--- config.mk ---
export PLATFORM = sky130hd
export DESIGN_NAME = stopwatch_ctrl_flat
export DESIGN_NICKNAME = d
export VERILOG_FILES = /design/src/rtl/stopwatch_pkg.sv /design/src/rtl/stopwatch_ctrl_if.sv /design/src/rtl/stopwatch_ctrl_btn_edge.sv /design/src/rtl/stopwatch_ctrl.sv /design/src/flat_wrapper.sv
export SDC_FILE = /design/constraint.sdc
export NUM_CORES = 1
export LEC_CHECK = 0
export ABC_AREA = 0
export CAP_MARGIN = 15
export CORE_MARGIN = 10
export CORE_UTILIZATION = 35
export CTS_CLUSTER_SIZE = 12
export DETAILED_ROUTE_END_ITERATION = 12
export GPL_TIMING_DRIVEN = 0
export PLACE_DENSITY = 0.7
export SLEW_MARGIN = 20
export SYNTH_ARGS = -nofsm -noshare
export SYNTH_HDL_FRONTEND = slang
export SYNTH_SLANG_ARGS = --single-unit
--- constraint.sdc ---
create_clock -name clk_i -period 1.9 [get_ports clk_i]
set_input_delay 0.38 -clock clk_i [delete_from_list [all_inputs] [get_ports clk_i]]
set_output_delay 0.38 -clock clk_i [all_outputs]
set_load 0.01 [all_outputs]
--- src/rtl/stopwatch_pkg.sv ---
// Shared constants for the stopwatch control slice: state encodings, time word
// width and the button bit positions, which also fix the event priority.
package stopwatch_pkg;

    localparam int TIME_W = 36;

    typedef logic [1:0] state_t;

    localparam state_t ST_IDLE  = 2'b00;
    localparam state_t ST_RUN   = 2'b01;
    localparam state_t ST_PAUSE = 2'b10;
    localparam state_t ST_LAPV  = 2'b11;

    // Bit positions in the 4-bit button vector; a higher index means higher priority.
    localparam int BTN_LAP   = 0;
    localparam int BTN_START = 1;
    localparam int BTN_STOP  = 2;
    localparam int BTN_CLEAR = 3;
    localparam int BTN_N     = 4;

endpackage

--- src/rtl/stopwatch_ctrl_if.sv ---
// Signal bundle between the stopwatch controller and its surroundings
// (debouncers and tick divider in, counter and display mux out).
interface stopwatch_ctrl_if #(
    parameter int TIME_W    = 36,
    parameter int LAP_CNT_W = 4
);
    logic                 tick_1ms_i;
    logic                 start;
    logic                 stop;
    logic                 lap;
    logic                 clear;
    logic [TIME_W-1:0]    time_i;
    logic                 count_en_o;
    logic                 count_clr_o;
    logic [TIME_W-1:0]    disp_o;
    logic [TIME_W-1:0]    lap_o;
    logic [LAP_CNT_W-1:0] lap_cnt_o;
    logic [1:0]           state_o;

    modport master (
        output tick_1ms_i, start, stop, lap, clear, time_i,
        input  count_en_o, count_clr_o, disp_o, lap_o, lap_cnt_o, state_o
    );

    modport slave (
        input  tick_1ms_i, start, stop, lap, clear, time_i,
        output count_en_o, count_clr_o, disp_o, lap_o, lap_cnt_o, state_o
    );
endinterface

--- src/rtl/stopwatch_ctrl_btn_edge.sv ---
// Registered rising-edge detector. History resets to all-ones so a button held
// through reset produces no event when reset is released.
module btn_edge #(
    parameter int W = 4
) (
    input  logic         clk_i,
    input  logic         rst,
    input  logic [W-1:0] level_i,
    output logic [W-1:0] evt_o
);
    logic [W-1:0] prev_q;
    logic [W-1:0] prev_d;

    always_comb begin
        prev_d = level_i;
    end

    always_ff @(posedge clk_i) begin
        if (rst) prev_q <= '1;
        else     prev_q <= prev_d;
    end

    assign evt_o = level_i & ~prev_q;
endmodule

--- src/rtl/stopwatch_ctrl.sv ---
// Stopwatch control FSM: turns button events into counter enable/clear,
// captures lap times and reverts a held lap display after LAP_HOLD_MS ticks.
module stopwatch_ctrl #(
    parameter int TIME_W      = 36,
    parameter int LAP_HOLD_MS = 3000,
    parameter int LAP_CNT_W   = 4
) (
    input  logic       clk_i,
    input  logic       resetn,
    stopwatch_ctrl_if.slave sw
);
    import stopwatch_pkg::*;

    localparam logic [15:0] HOLD_LAST = 16'(LAP_HOLD_MS - 1);
    localparam logic [LAP_CNT_W-1:0] CNT_ONE = {{(LAP_CNT_W-1){1'b0}}, 1'b1};

    logic [BTN_N-1:0] btn_level;
    logic [BTN_N-1:0] btn_evt;

    state_t               state_q,   state_d;
    logic                 en_q,      en_d;
    logic                 clr_q,     clr_d;
    logic [TIME_W-1:0]    lap_q,     lap_d;
    logic [LAP_CNT_W-1:0] lap_cnt_q, lap_cnt_d;
    logic [15:0]          hold_q,    hold_d;

    always_comb begin
        btn_level            = '0;
        btn_level[BTN_LAP]   = sw.lap;
        btn_level[BTN_START] = sw.start;
        btn_level[BTN_STOP]  = sw.stop;
        btn_level[BTN_CLEAR] = sw.clear;
    end

    btn_edge #(.W(BTN_N)) u_btn_edge (
        .clk_i   (clk_i),
        .rst     (resetn),
        .level_i (btn_level),
        .evt_o   (btn_evt)
    );

    always_comb begin
        state_d   = state_q;
        clr_d     = 1'b0;
        lap_d     = lap_q;
        lap_cnt_d = lap_cnt_q;
        hold_d    = hold_q;

        // Each branch checks only the events legal in that state, highest priority first.
        case (state_q)
            ST_IDLE: begin
                if (btn_evt[BTN_CLEAR])      clr_d   = 1'b1;
                else if (btn_evt[BTN_START]) state_d = ST_RUN;
            end
            ST_RUN: begin
                if (btn_evt[BTN_STOP]) begin
                    state_d = ST_PAUSE;
                end else if (btn_evt[BTN_LAP]) begin
                    state_d   = ST_LAPV;
                    lap_d     = sw.time_i;
                    lap_cnt_d = (lap_cnt_q == '1) ? lap_cnt_q : lap_cnt_q + CNT_ONE;
                    hold_d    = '0;
                end
            end
            ST_PAUSE: begin
                if (btn_evt[BTN_CLEAR]) begin
                    state_d   = ST_IDLE;
                    clr_d     = 1'b1;
                    lap_d     = '0;
                    lap_cnt_d = '0;
                end else if (btn_evt[BTN_START]) begin
                    state_d = ST_RUN;
                end
            end
            default: begin
                if (btn_evt[BTN_STOP]) begin
                    state_d = ST_PAUSE;
                    hold_d  = '0;
                end else if (btn_evt[BTN_LAP]) begin
                    lap_d     = sw.time_i;
                    lap_cnt_d = (lap_cnt_q == '1) ? lap_cnt_q : lap_cnt_q + CNT_ONE;
                    hold_d    = '0;
                end else if (sw.tick_1ms_i && hold_q == HOLD_LAST) begin
                    state_d = ST_RUN;
                    hold_d  = '0;
                end else if (sw.tick_1ms_i) begin
                    hold_d = hold_q + 16'd1;
                end
            end
        endcase

        en_d = (state_d == ST_RUN) || (state_d == ST_LAPV);
    end

    always_ff @(posedge clk_i) begin
        if (resetn) begin
            state_q   <= ST_IDLE;
            en_q      <= 1'b0;
            clr_q     <= 1'b0;
            lap_q     <= '0;
            lap_cnt_q <= '0;
            hold_q    <= '0;
        end else begin
            state_q   <= state_d;
            en_q      <= en_d;
            clr_q     <= clr_d;
            lap_q     <= lap_d;
            lap_cnt_q <= lap_cnt_d;
            hold_q    <= hold_d;
        end
    end

    assign sw.count_en_o  = en_q;
    assign sw.count_clr_o = clr_q;
    assign sw.lap_o       = lap_q;
    assign sw.lap_cnt_o   = lap_cnt_q;
    assign sw.state_o     = state_q;
    assign sw.disp_o      = (state_q == ST_LAPV) ? lap_q : sw.time_i;
endmodule

--- src/flat_wrapper.sv ---
// flat-port wrapper written by rule: the top's interface ports become plain ports
module stopwatch_ctrl_flat import stopwatch_pkg::*;
#(
    parameter int TIME_W      = 36,
    parameter int LAP_HOLD_MS = 3000,
    parameter int LAP_CNT_W   = 4
)
  (clk_i, resetn, sw_tick_1ms_i, sw_start, sw_stop, sw_lap, sw_clear, sw_time_i, sw_count_en_o, sw_count_clr_o, sw_disp_o, sw_lap_o, sw_lap_cnt_o, sw_state_o);
  stopwatch_ctrl_if #(.TIME_W(TIME_W), .LAP_CNT_W(LAP_CNT_W)) sw_i ();
  input  logic clk_i;
  input  logic resetn;
  input wire logic [$bits(sw_i.tick_1ms_i)-1:0] sw_tick_1ms_i;
  input wire logic [$bits(sw_i.start)-1:0] sw_start;
  input wire logic [$bits(sw_i.stop)-1:0] sw_stop;
  input wire logic [$bits(sw_i.lap)-1:0] sw_lap;
  input wire logic [$bits(sw_i.clear)-1:0] sw_clear;
  input wire logic [$bits(sw_i.time_i)-1:0] sw_time_i;
  output wire logic [$bits(sw_i.count_en_o)-1:0] sw_count_en_o;
  output wire logic [$bits(sw_i.count_clr_o)-1:0] sw_count_clr_o;
  output wire logic [$bits(sw_i.disp_o)-1:0] sw_disp_o;
  output wire logic [$bits(sw_i.lap_o)-1:0] sw_lap_o;
  output wire logic [$bits(sw_i.lap_cnt_o)-1:0] sw_lap_cnt_o;
  output wire logic [$bits(sw_i.state_o)-1:0] sw_state_o;
  assign sw_i.tick_1ms_i = sw_tick_1ms_i;
  assign sw_i.start = sw_start;
  assign sw_i.stop = sw_stop;
  assign sw_i.lap = sw_lap;
  assign sw_i.clear = sw_clear;
  assign sw_i.time_i = sw_time_i;
  assign sw_count_en_o = sw_i.count_en_o;
  assign sw_count_clr_o = sw_i.count_clr_o;
  assign sw_disp_o = sw_i.disp_o;
  assign sw_lap_o = sw_i.lap_o;
  assign sw_lap_cnt_o = sw_i.lap_cnt_o;
  assign sw_state_o = sw_i.state_o;
  stopwatch_ctrl #(.TIME_W(TIME_W), .LAP_HOLD_MS(LAP_HOLD_MS), .LAP_CNT_W(LAP_CNT_W)) u_core (.clk_i(clk_i), .resetn(resetn), .sw(sw_i));
endmodule
==> metrics <==
CP endpoint kind=primary output; Synth area leaders=dfxtp_1 41%, mux2_2 13%, nand3_1 8.6%; LEAKAGE=2.05 nW; type of origin of the critical path=flip-flop; initial core utilization=35.6%; Max-cap violations=0; CTS tree=yes; TNS Setup=-1680 ps; XOR/XNOR share of the synthesized area=0.854%; wire length per cell=17.8 um; Fmax=between 500 and 600 MHz; area grow syn2layout=72.6%; clock skew=5.41 ps; syn_nets=416; gr ovfl total=0; Yosys warning total=0; Largest delay share family, worst path=buffers and inverters; WL final=about 11000 um; DR DRC count=0; post-DR vias/cell=5.30; most frequent cell after synthesis=dfxtp_1; largest net degree at the start of global routing=11; Die Y-Extent=114 um; CP Buf/Inv Count=4; CTS sink cnt=between 60 and 70; Finished Cell Area=0.00531 mm2; Rel. slew slack=42.7%; peak fanout along the critical path=5; DRT Pass-1 Iters=5; compound-gate portion of the synthesized area=12.4%; maximum root-to-sink buffer count=2; antenna violations before repair=0; H-Tree Depth=3; kind of critical path=flip-flop to primary output; HPWL after DPL=7690 um; synth cell count leaders=63 x dfxtp_1, 60 x nand2_1, 53 x nand3_1; Hold Buf Count CTS=0; Worst EP arrival=1590 ps; Gate Count Post-Synth=371; EDFF count, synth=0; Synth Flop Type=dfxtp_1; final RePlAce weighted congestion=0.893; Die ar.=0.0129 mm2; Critical Path RT=1520 ps; Peak supply drop=0.321 mV; fin worst setup slack=-72.9 ps; Root Buffer Master=clkbuf_8; FF+latch count, synth=63; Largest stage delay, worst path=370 ps; Cell variety after synth=41; Async SR Flop Fraction=0%; setup violators final=32; Final Hold Vio Count=0; synthesized area=between 0.003 and 0.004 mm2; dpl ws=-855 ps; Cell Area, Placed=0.00442 mm2; dpl cells=600; IO Pins=123; global-route wire length before repair=17400 um; Clock Latency Late Sink=330 ps; worst-path cell chain=buf_8, nand2_8, buf_12, clkbuf_16, mux2_4, buf_6; post-synth top area share=just over 40%; Slew Viols, Final=0; Die Width=roughly 110 um; sequential area share after synthesis=41.0%; number of global-route vias before repair=3425; Crit-path slowest cell=dfxtp_4; Hold Crit Class=flip-flop to flip-flop; core footprint=0.00864 mm2; placement row count=34; ant diodes=0; pwr dens=between 500 and 600 mW/mm2; fin crit share=104%; vias=3345; Least-Margin Pin Slew=roughly 860 ps; Post-Synth Adder-Cell Area=0.814%; share of cells above drive strength 1=approximately a third; Routed Antenna Nets=0; final net count=roughly 570; fin cells=631; CTS clk-pin slew, worst paths=60 ps; status=complete, but fails checks; Filler cells=roughly 700; PortBufs=121; multiplexer area fraction after synthesis=13.8%; initial detailed-routing violation count=160; Post-Synth Simple-Gate Area=27.7%; Synth Area per Inst=8.29 um2; internal reg-to-reg setup slack=0 ps; RSZ-0062 raised after global routing=yes; main combinational cell family by area after synthesis=simple AND/OR/NAND/NOR gates; crit path time final=1970 ps; total CTS buffers=9; Tot GR Track Use=16.3%; post-synth top area cell=dfxtp_1; failing checks=setup timing; Hold Slack=466 ps
## worst min-delay path, cell delays in order, from the launching register on
cell and delay, ps:
dfxtp_1 320, nand2_1 50, a21oi_1 50
## cell usage in the layout, fill, tap and decap left out, drive strengths merged, types with 3 or more instances in the layout
cell type,instances
clkdlybuf4s50,84
dfxtp,63
buf,62
nand2,60
nand3,53
a21oi,51
mux2,36
clkbuf,29
nor2,9
a31oi,9
nor3,6
nand2b,6
o21ai,6
or2,5
nand3b,5
nand4,4
and2,3
## cell families (layout without fill, tap and decap cells)
| logic type | Yosys count | count (layout) |
|---|---|---|
| muxes | 38 | 38 |
| adders and majority gates | 2 | 2 |
| buffers and inverters | 26 | 178 |
| xor gates and xnor gates | 3 | 3 |
| AOI/OAI and AO/OA | 71 | 71 |
| and+or+nand+nor | 168 | 168 |
| DFF | 63 | 63 |
## per-stage QoR
| step | total power [W] | util (%) |
|---|---|---|
| detailed placement | 0.00176 | 51.2 |
| global placement | 0.00176 | 51.2 |
| global route | 0.00301 | 61.5 |
| finish | 0.00289 | 61.5 |
| floorplan | 0.00152 | - |
| CTS | 0.00291 | 59.6 |
## metal layers
layer  global-route usage [%]  share of wire (%)
met2                     27.2                 49
met4                     5.50               0.96
met5                        0                  0
met1                     18.8                 42
met3                     5.83                7.3
## cell type report
cell class	count	area [um2]	area share (%)
buffer	22	163	3.06
clock buffer	10	138	2.59
clock inverter	2	35.0	0.660
multi-input combinational	282	2030	38.3
sequential	63	1290	24.3
tap	108	135	2.55
timing repair buffer	144	1510	28.5
## flip-flops by register name (all words and copies together) (netlist names)
signal	flops
u_core.sw.state_o	1
u_core.hold_q	16
u_core.sw.lap_o	36
u_core.sw.count_clr_o	1
u_core.u_btn_edge.prev_q	4
u_core.sw.lap_cnt_o	4
u_core.sw.count_en_o	1
## power by group
part	switching, W	leakage (nW)	total [W]	internal, W
Sequential	0.0000146	0.517	0.00134	0.00133
Combinational	0.000188	1.44	0.000459	0.000271
Clock	0.000476	0.0899	0.00109	0.000610
## timing repair
action | in CTS | in global routing
setup buffers | 13 | 6
setup endpoints to repair | 88 | 86
gates cloned | 3 | 1
pin swaps | 5 | 31
resized for setup | 275 | 49
## worst paths after layout
kind,startpoint,end,cells past startpoint
worst max-delay path,u_core.sw.count_en_o,sw_disp_o[22],6
worst min-delay path,u_core.sw.lap_o[14],u_core.sw.lap_o[14],2
worst max register to register,u_core.hold_q[3],u_core.hold_q[0],6
worst min register to register,u_core.sw.lap_o[14],u_core.sw.lap_o[14],2
(Power assumes the default switching activity.)
